## config.mk

```make
export PLATFORM = sky130hd
export DESIGN_NAME = mux_scan
export DESIGN_NICKNAME = d
export VERILOG_FILES = /design/src/rtl/mux_pkg.sv /design/src/rtl/mux_dwell_cnt.sv /design/src/rtl/mux_scan.sv
export SDC_FILE = /design/constraint.sdc
export NUM_CORES = 1
export LEC_CHECK = 0
export BUFFER_PORTS_ARGS = -buffer_cell sky130_fd_sc_hd__buf_2
export CORE_UTILIZATION = 40
export DETAILED_ROUTE_END_ITERATION = 8
export PLACE_DENSITY = 0.65
export SYNTH_ARGS = -nofsm -noshare
export SYNTH_HDL_FRONTEND = slang
export SYNTH_HIERARCHICAL = 1
export SYNTH_SLANG_ARGS = --single-unit
```

## constraint.sdc

```tcl
create_clock -name clk -period 3.5 [get_ports clk]
set_input_delay 0.875 -clock clk [delete_from_list [all_inputs] [get_ports clk]]
set_output_delay 0.875 -clock clk [all_outputs]
set_load 0.02 [all_outputs]
```

## src/rtl/mux_pkg.sv

```systemverilog
// Shared constants and width helpers for the mux_scan channel multiplexer.
package mux_pkg;

  localparam logic MODE_MANUAL = 1'b0;
  localparam logic MODE_SCAN   = 1'b1;
  localparam logic FLAG_COM    = 1'b0;

  function automatic int clog2(input int n);
    int r;
    r = 0;
    for (int i = 0; i < 31; i++) begin
      if ((1 << i) < n) r = i + 1;
    end
    return r;
  endfunction

  // Index width that stays at least one bit even for a single-value range.
  function automatic int sel_width(input int n);
    return (clog2(n) < 1) ? 1 : clog2(n);
  endfunction

endpackage

```

## src/rtl/mux_dwell_cnt.sv

```systemverilog
// Dwell timer for auto-scan: counts 0..DWELL-1 while enabled and flags the wrap cycle.
module mux_dwell_cnt
  import mux_pkg::*;
#(
  parameter int DWELL = 1024
) (
  input  logic clk,
  input  logic rst_n,
  input  logic en,
  input  logic clr,
  output logic wrap
);

  localparam int CNT_W = sel_width(DWELL);
  localparam logic [CNT_W-1:0] LAST = CNT_W'(DWELL - 1);

  logic [CNT_W-1:0] cnt;

  // A clear in the same cycle suppresses the wrap so a mode change wins.
  assign wrap = en && !clr && (cnt == LAST);

  always_ff @(posedge clk) begin
    if (!rst_n) begin
      cnt <= '0;
    end else if (clr) begin
      cnt <= '0;
    end else if (en) begin
      cnt <= (cnt == LAST) ? '0 : cnt + CNT_W'(1);
    end
  end

endmodule

```

## src/rtl/mux_scan.sv

```systemverilog
// N-channel registered mux with manual select and auto-scan; channel-change blanking
// is compiled in when MUX_SCAN_BLANK_EN is defined.
module mux_scan
  import mux_pkg::*;
#(
  parameter int N_CH      = 4,
  parameter int DATA_W    = 4,
  parameter int DWELL     = 1024,
  parameter int BLANK_CYC = 2,
  localparam int SEL_W    = sel_width(N_CH)
) (
  input  logic                   clk,
  input  logic                   rst_n,
  input  logic                   en,
  input  logic                   mode,
  input  logic [SEL_W-1:0]       sel,
  input  logic [N_CH*DATA_W-1:0] d,
  output logic [DATA_W:0]        q,
  output logic [SEL_W-1:0]       q_ch,
  output logic                   q_valid,
  output logic                   ch_strobe
);

`ifdef MUX_SCAN_BLANK_EN
  localparam bit BLANK_EN = 1'b1;
`else
  localparam bit BLANK_EN = 1'b0;
`endif

  localparam logic [SEL_W-1:0] LAST_CH = SEL_W'(N_CH - 1);
  localparam int BLANK_W = sel_width(BLANK_CYC + 1);
  localparam logic [BLANK_W-1:0] BLANK_LOAD = BLANK_W'((BLANK_CYC > 0) ? BLANK_CYC - 1 : 0);

  logic [SEL_W-1:0]   idx;
  logic               mode_q;
  logic               fresh;
  logic [BLANK_W-1:0] bcnt;

  logic               sel_ok;
  logic               entry;
  logic               wrap;
  logic               dwell_en;
  logic               dwell_clr;
  logic [SEL_W-1:0]   idx_inc;
  logic [SEL_W-1:0]   ch_nx;
  logic               ch_ok;
  logic               changed;
  logic               flag_nx;
  logic [DATA_W-1:0]  data_nx;

  assign sel_ok  = (sel <= LAST_CH);
  assign idx_inc = (idx == LAST_CH) ? '0 : idx + SEL_W'(1);

  // The first enabled cycle after reset counts as scan entry so channel 0 gets a full dwell.
  assign entry     = (mode == MODE_SCAN) && (fresh || (mode_q != MODE_SCAN));
  assign dwell_en  = en && (mode == MODE_SCAN);
  assign dwell_clr = en && ((mode == MODE_MANUAL) || entry);

  mux_dwell_cnt #(
    .DWELL (DWELL)
  ) u_dwell (
    .clk   (clk),
    .rst_n (rst_n),
    .en    (dwell_en),
    .clr   (dwell_clr),
    .wrap  (wrap)
  );

  always_comb begin
    ch_nx = q_ch;
    ch_ok = 1'b1;
    if (mode == MODE_SCAN) begin
      if (entry)     ch_nx = (fresh || !sel_ok) ? '0 : sel;
      else if (wrap) ch_nx = idx_inc;
      else           ch_nx = idx;
    end else begin
      ch_ok = sel_ok;
      ch_nx = sel_ok ? sel : q_ch;
    end

    data_nx = '0;
    for (int k = 0; k < N_CH; k++) begin
      if (ch_nx == SEL_W'(k)) data_nx = d[k*DATA_W +: DATA_W];
    end
    flag_nx = (ch_nx != '0) ? ~FLAG_COM : FLAG_COM;
    changed = (ch_nx != q_ch);
  end

  // Output register stage: q, q_ch, q_valid, ch_strobe and the blanking countdown.
  always_ff @(posedge clk) begin
    if (!rst_n) begin
      idx       <= '0;
      mode_q    <= MODE_MANUAL;
      fresh     <= 1'b1;
      bcnt      <= '0;
      q         <= '0;
      q_ch      <= '0;
      q_valid   <= 1'b0;
      ch_strobe <= 1'b0;
    end else if (en) begin
      fresh     <= 1'b0;
      mode_q    <= mode;
      q_ch      <= ch_nx;
      ch_strobe <= changed;
      if (mode == MODE_SCAN) idx <= ch_nx;
      if (BLANK_EN && changed && (BLANK_CYC > 0)) begin
        q       <= '0;
        q_valid <= 1'b0;
        bcnt    <= BLANK_LOAD;
      end else if (bcnt != '0) begin
        q       <= '0;
        q_valid <= 1'b0;
        bcnt    <= bcnt - BLANK_W'(1);
      end else begin
        q       <= ch_ok ? {flag_nx, data_nx} : '0;
        q_valid <= ch_ok;
      end
    end else begin
      ch_strobe <= 1'b0;
    end
  end

endmodule

```

==> impl_metrics.py <==
metrics = {
    "outcome": {
        "outcome": "completed",
    },
    "power_and_ir_drop": {
        "peakVddDrop_mv": 0.221,
        "power.density_nw_per_um2": 365,
        "power.leakage_nw": 0.675,
    },
    "critical_path": {
        "crit_chain": "buf_2, and2_1, nand3_1, nor4_1, nor2b_1, o21bai_1, and2_1, mux4_2, a22o_1",
        "crit_arrival_ns": 3.23,
        "required_ns": 3.73,
        "path_class": "in2reg",
        "cp-start-kind": "input pin",
        "crit_path_top_delay_cell": "nor4_1",
        "endpoint_kind": "register",
        "crit_path_max_fanout": 13,
        "cpPeakStageDelay_ns": 0.53,
        "critPathMostFrequentCell": "and2_1",
    },
    "sta": {
        "rsz0062_at_grt": "no",
        "final-setup-viol-count": 0,
        "min_period_over_period_pct": 85.9,
        "slew_viol_final": 0,
        "clock.fmax_mhz": 333,
        "tightest_slew_ns": 0.593,
        "finalClockSkew_ns": 0.00663,
        "timing.final.ws_setup_ns": 0.495,
        "max_slew_margin_pct": 60.1,
        "hold_viol_final": 0,
        "fin_crit_ns": 3.00,
        "tns_ns": 0,
    },
    "clock_network": {
        "cts.clk_slew.worst_paths_ns": 0.14,
        "cts_made_buffers": 3,
        "clkSinkCount": 25,
        "post_cts_buffers": 0,
        "cts_tree": "yes",
        "cts_resized": 0,
        "cts_root_buf": "clkbuf_4",
        "clock_latency_ns": 0.31,
        "cts_max_level": 1,
        "cts_hold_buf": 0,
        "cts.path.max_buffers": 2,
    },
    "placed_design": {
        "pre_cts_ws_ns": 0.132,
        "port-buffer-count": 30,
        "dp_hpwl_mm": 1.95,
        "place_congestion": 0.756,
    },
    "grt": {
        "grt_overflow": 0,
        "grt.total_usage_pct": 15.5,
        "grt_pass1_vias": 1007,
        "grt_antenna_before_repair": 0,
        "grt_pass1_wl_mm": 4.12,
        "grt_max_degree": 16,
    },
    "route": {
        "wl_per_cell_um": 11.8,
        "drt_iter0_markers": 55,
        "wl_mm": 2.46,
        "vias_per_cell": 4.99,
        "ant_nets": 0,
        "drc": 0,
        "firstDrtPassIters": 4,
        "via_count": 1042,
    },
    "layout": {
        "antenna_cells": 0,
        "nFillCells": 298,
        "layout-drive-gt1-share_pct": 28.5,
        "nNetsFinal": 191,
        "synthToLayoutAreaGrowth_pct": 17.9,
    },
    "logic_synthesis": {
        "yosys.cell_types.count": 39,
        "ys_seq_area_share_pct": 39.3,
        "synthesis.area_um2": 1270,
        "synthArstFlopShare_pct": 0,
        "yosys_warnings": 6,
        "synth_edf_count": 0,
        "synth_fp_nets": 159,
        "netlist_instances": 134,
        "ys_ff_latch": 25,
        "synth-main-ff-cell": "dfxtp_1",
        "avgSynthCellArea_um2": 9.51,
    },
    "floorplan": {
        "die-area_um2": 3410,
        "initial_core_util_pct": 42.1,
        "num_rows": 20,
        "ios": 31,
        "core-area_um2": 3030,
        "die_h_um": 58.4,
        "dieWidth_um": 58.4,
    },
    "flow_run": {
        "cap_viol_max_count": 0,
    },
    "min_path": {
        "hold_class": "reg2reg",
    },
}
==> layout make-up <==
type	instances	area [um2]	area share [%]
multi-input cells	100	732	48.8
inverters	3	11.3	0.750
well taps	44	55.1	3.67
flip-flops and latches	25	500	33.3
repair buffers	33	173	11.5
clock inverters	1	7.51	0.500
clock buffers	3	22.5	1.50
==> critical path: cells and delay by family <==
family / cells / cell delay [ns]
and+or+nand+nor: 5 / 1.21
muxes: 1 / 0.53
AOI/OAI and AO/OA: 2 / 0.40
buffers and inverters: 1 / 0.20
==> flip-flops by register name, summed over array words and instances, names as in the netlist <==
name / count
q_ch: 2
fresh: 1
mode_q: 1
ch_strobe: 1
bcnt: 2
u_dwell/cnt: 10
idx: 2
q_valid: 1
q: 5
==> logic make-up (layout without fill, tap and decap cells) <==
group,count (synthesis),count (layout),share of synthesized area (%)
XOR/XNOR,9,9,6.19
AND/OR/NAND/NOR,57,57,25.1
adder cells (fa/ha/maj),3,3,2.95
flip-flops,25,25,39.3
AO/OA/AOI/OAI,25,25,15.6
buffers and inverters,9,40,3.24
multiplexers,6,6,7.66
==> layer usage <==
layer / track usage, % / part of all wire (%)
met1: 19.2 / 47
met2: 26.1 / 47
met3: 2.86 / 4.8
met4: 7.14 / 1.1
met5: 0 / 0
==> placed cells by master, fill, tap and decap left out, types with 2 or more instances in the layout <==
| cell | synthesis | layout |
|---|---|---|
| xor2_1 | 5 | 5 |
| nor2_1 | 7 | 7 |
| buf_4 | 0 | 3 |
| nand2_1 | 16 | 16 |
| xnor2_1 | 4 | 4 |
| dfxtp_1 | 25 | 25 |
| mux4_2 | 3 | 3 |
| nand4_1 | 3 | 3 |
| a211oi_1 | 2 | 2 |
| clkbuf_4 | 0 | 3 |
| and2_1 | 4 | 4 |
| ha_1 | 3 | 3 |
| o21ai_1 | 2 | 2 |
| buf_2 | 0 | 30 |
| nor4_1 | 2 | 2 |
| inv_1 | 3 | 3 |
| o211a_1 | 5 | 5 |
| nand3_1 | 4 | 4 |
| nor3_1 | 3 | 3 |
| a22o_1 | 4 | 4 |
| nand2b_1 | 3 | 3 |
| nor2b_1 | 6 | 6 |
| a21oi_1 | 5 | 5 |
| mux2i_1 | 3 | 3 |
==> where the power goes <==
| part | total, W | switching (W) | internal, W |
|---|---|---|---|
| clock | 0.000129 | 0.0000855 | 0.0000435 |
| combinational | 0.000107 | 0.0000555 | 0.0000518 |
| sequential | 0.000312 | 0.00000977 | 0.000302 |
| total | 0.000548 | 0.000151 | 0.000397 |
==> per-stage QoR <==
step / hold WS [ns] / power [W] / utilization (%) / area [um2] / std cells
final: 0.485 / 0.000548 / 49.6 / 1500 / 209
after floorplan: 0.444 / 0.000392 / - / 1270 / 134
after CTS: 0.494 / 0.000557 / 49.6 / 1500 / 209
after global routing: 0.519 / 0.000579 / 49.6 / 1500 / 209
after detailed placement: 0.465 / 0.000426 / 48.6 / 1470 / 205
after global placement: 0.452 / 0.000422 / 48.6 / 1470 / 205
==> worst paths after layout <==
kind	startpoint	end	slack [ns]	depth (start not counted)
max	en	q[0]	0.50	9
min	fresh	fresh	0.48	2
max reg2reg	u_dwell/cnt[0]	q[0]	0.76	8
min reg2reg	fresh	fresh	0.48	2
==> Yosys cell counts (2+ instances only) <==
master	count	share of area, %
dfxtp_1	25	39
nand2_1	16	4.7
nor2_1	7	2.1
nor2b_1	6	2.9
a21oi_1	5	2.0
clkbuf_1	5	1.5
o211a_1	5	3.9
xor2_1	5	3.4
a22o_1	4	2.8
and2_1	4	2.0
nand3_1	4	1.6
xnor2_1	4	2.8
ha_1	3	2.9
inv_1	3	0.88
mux2i_1	3	2.4
mux4_2	3	5.3
nand2b_1	3	1.5
nand4_1	3	1.5
nor3_1	3	1.2
a211oi_1	2	1.2
nor4_1	2	0.98
o21ai_1	2	0.79
Note: power is estimated with default switching activity, not from simulation.
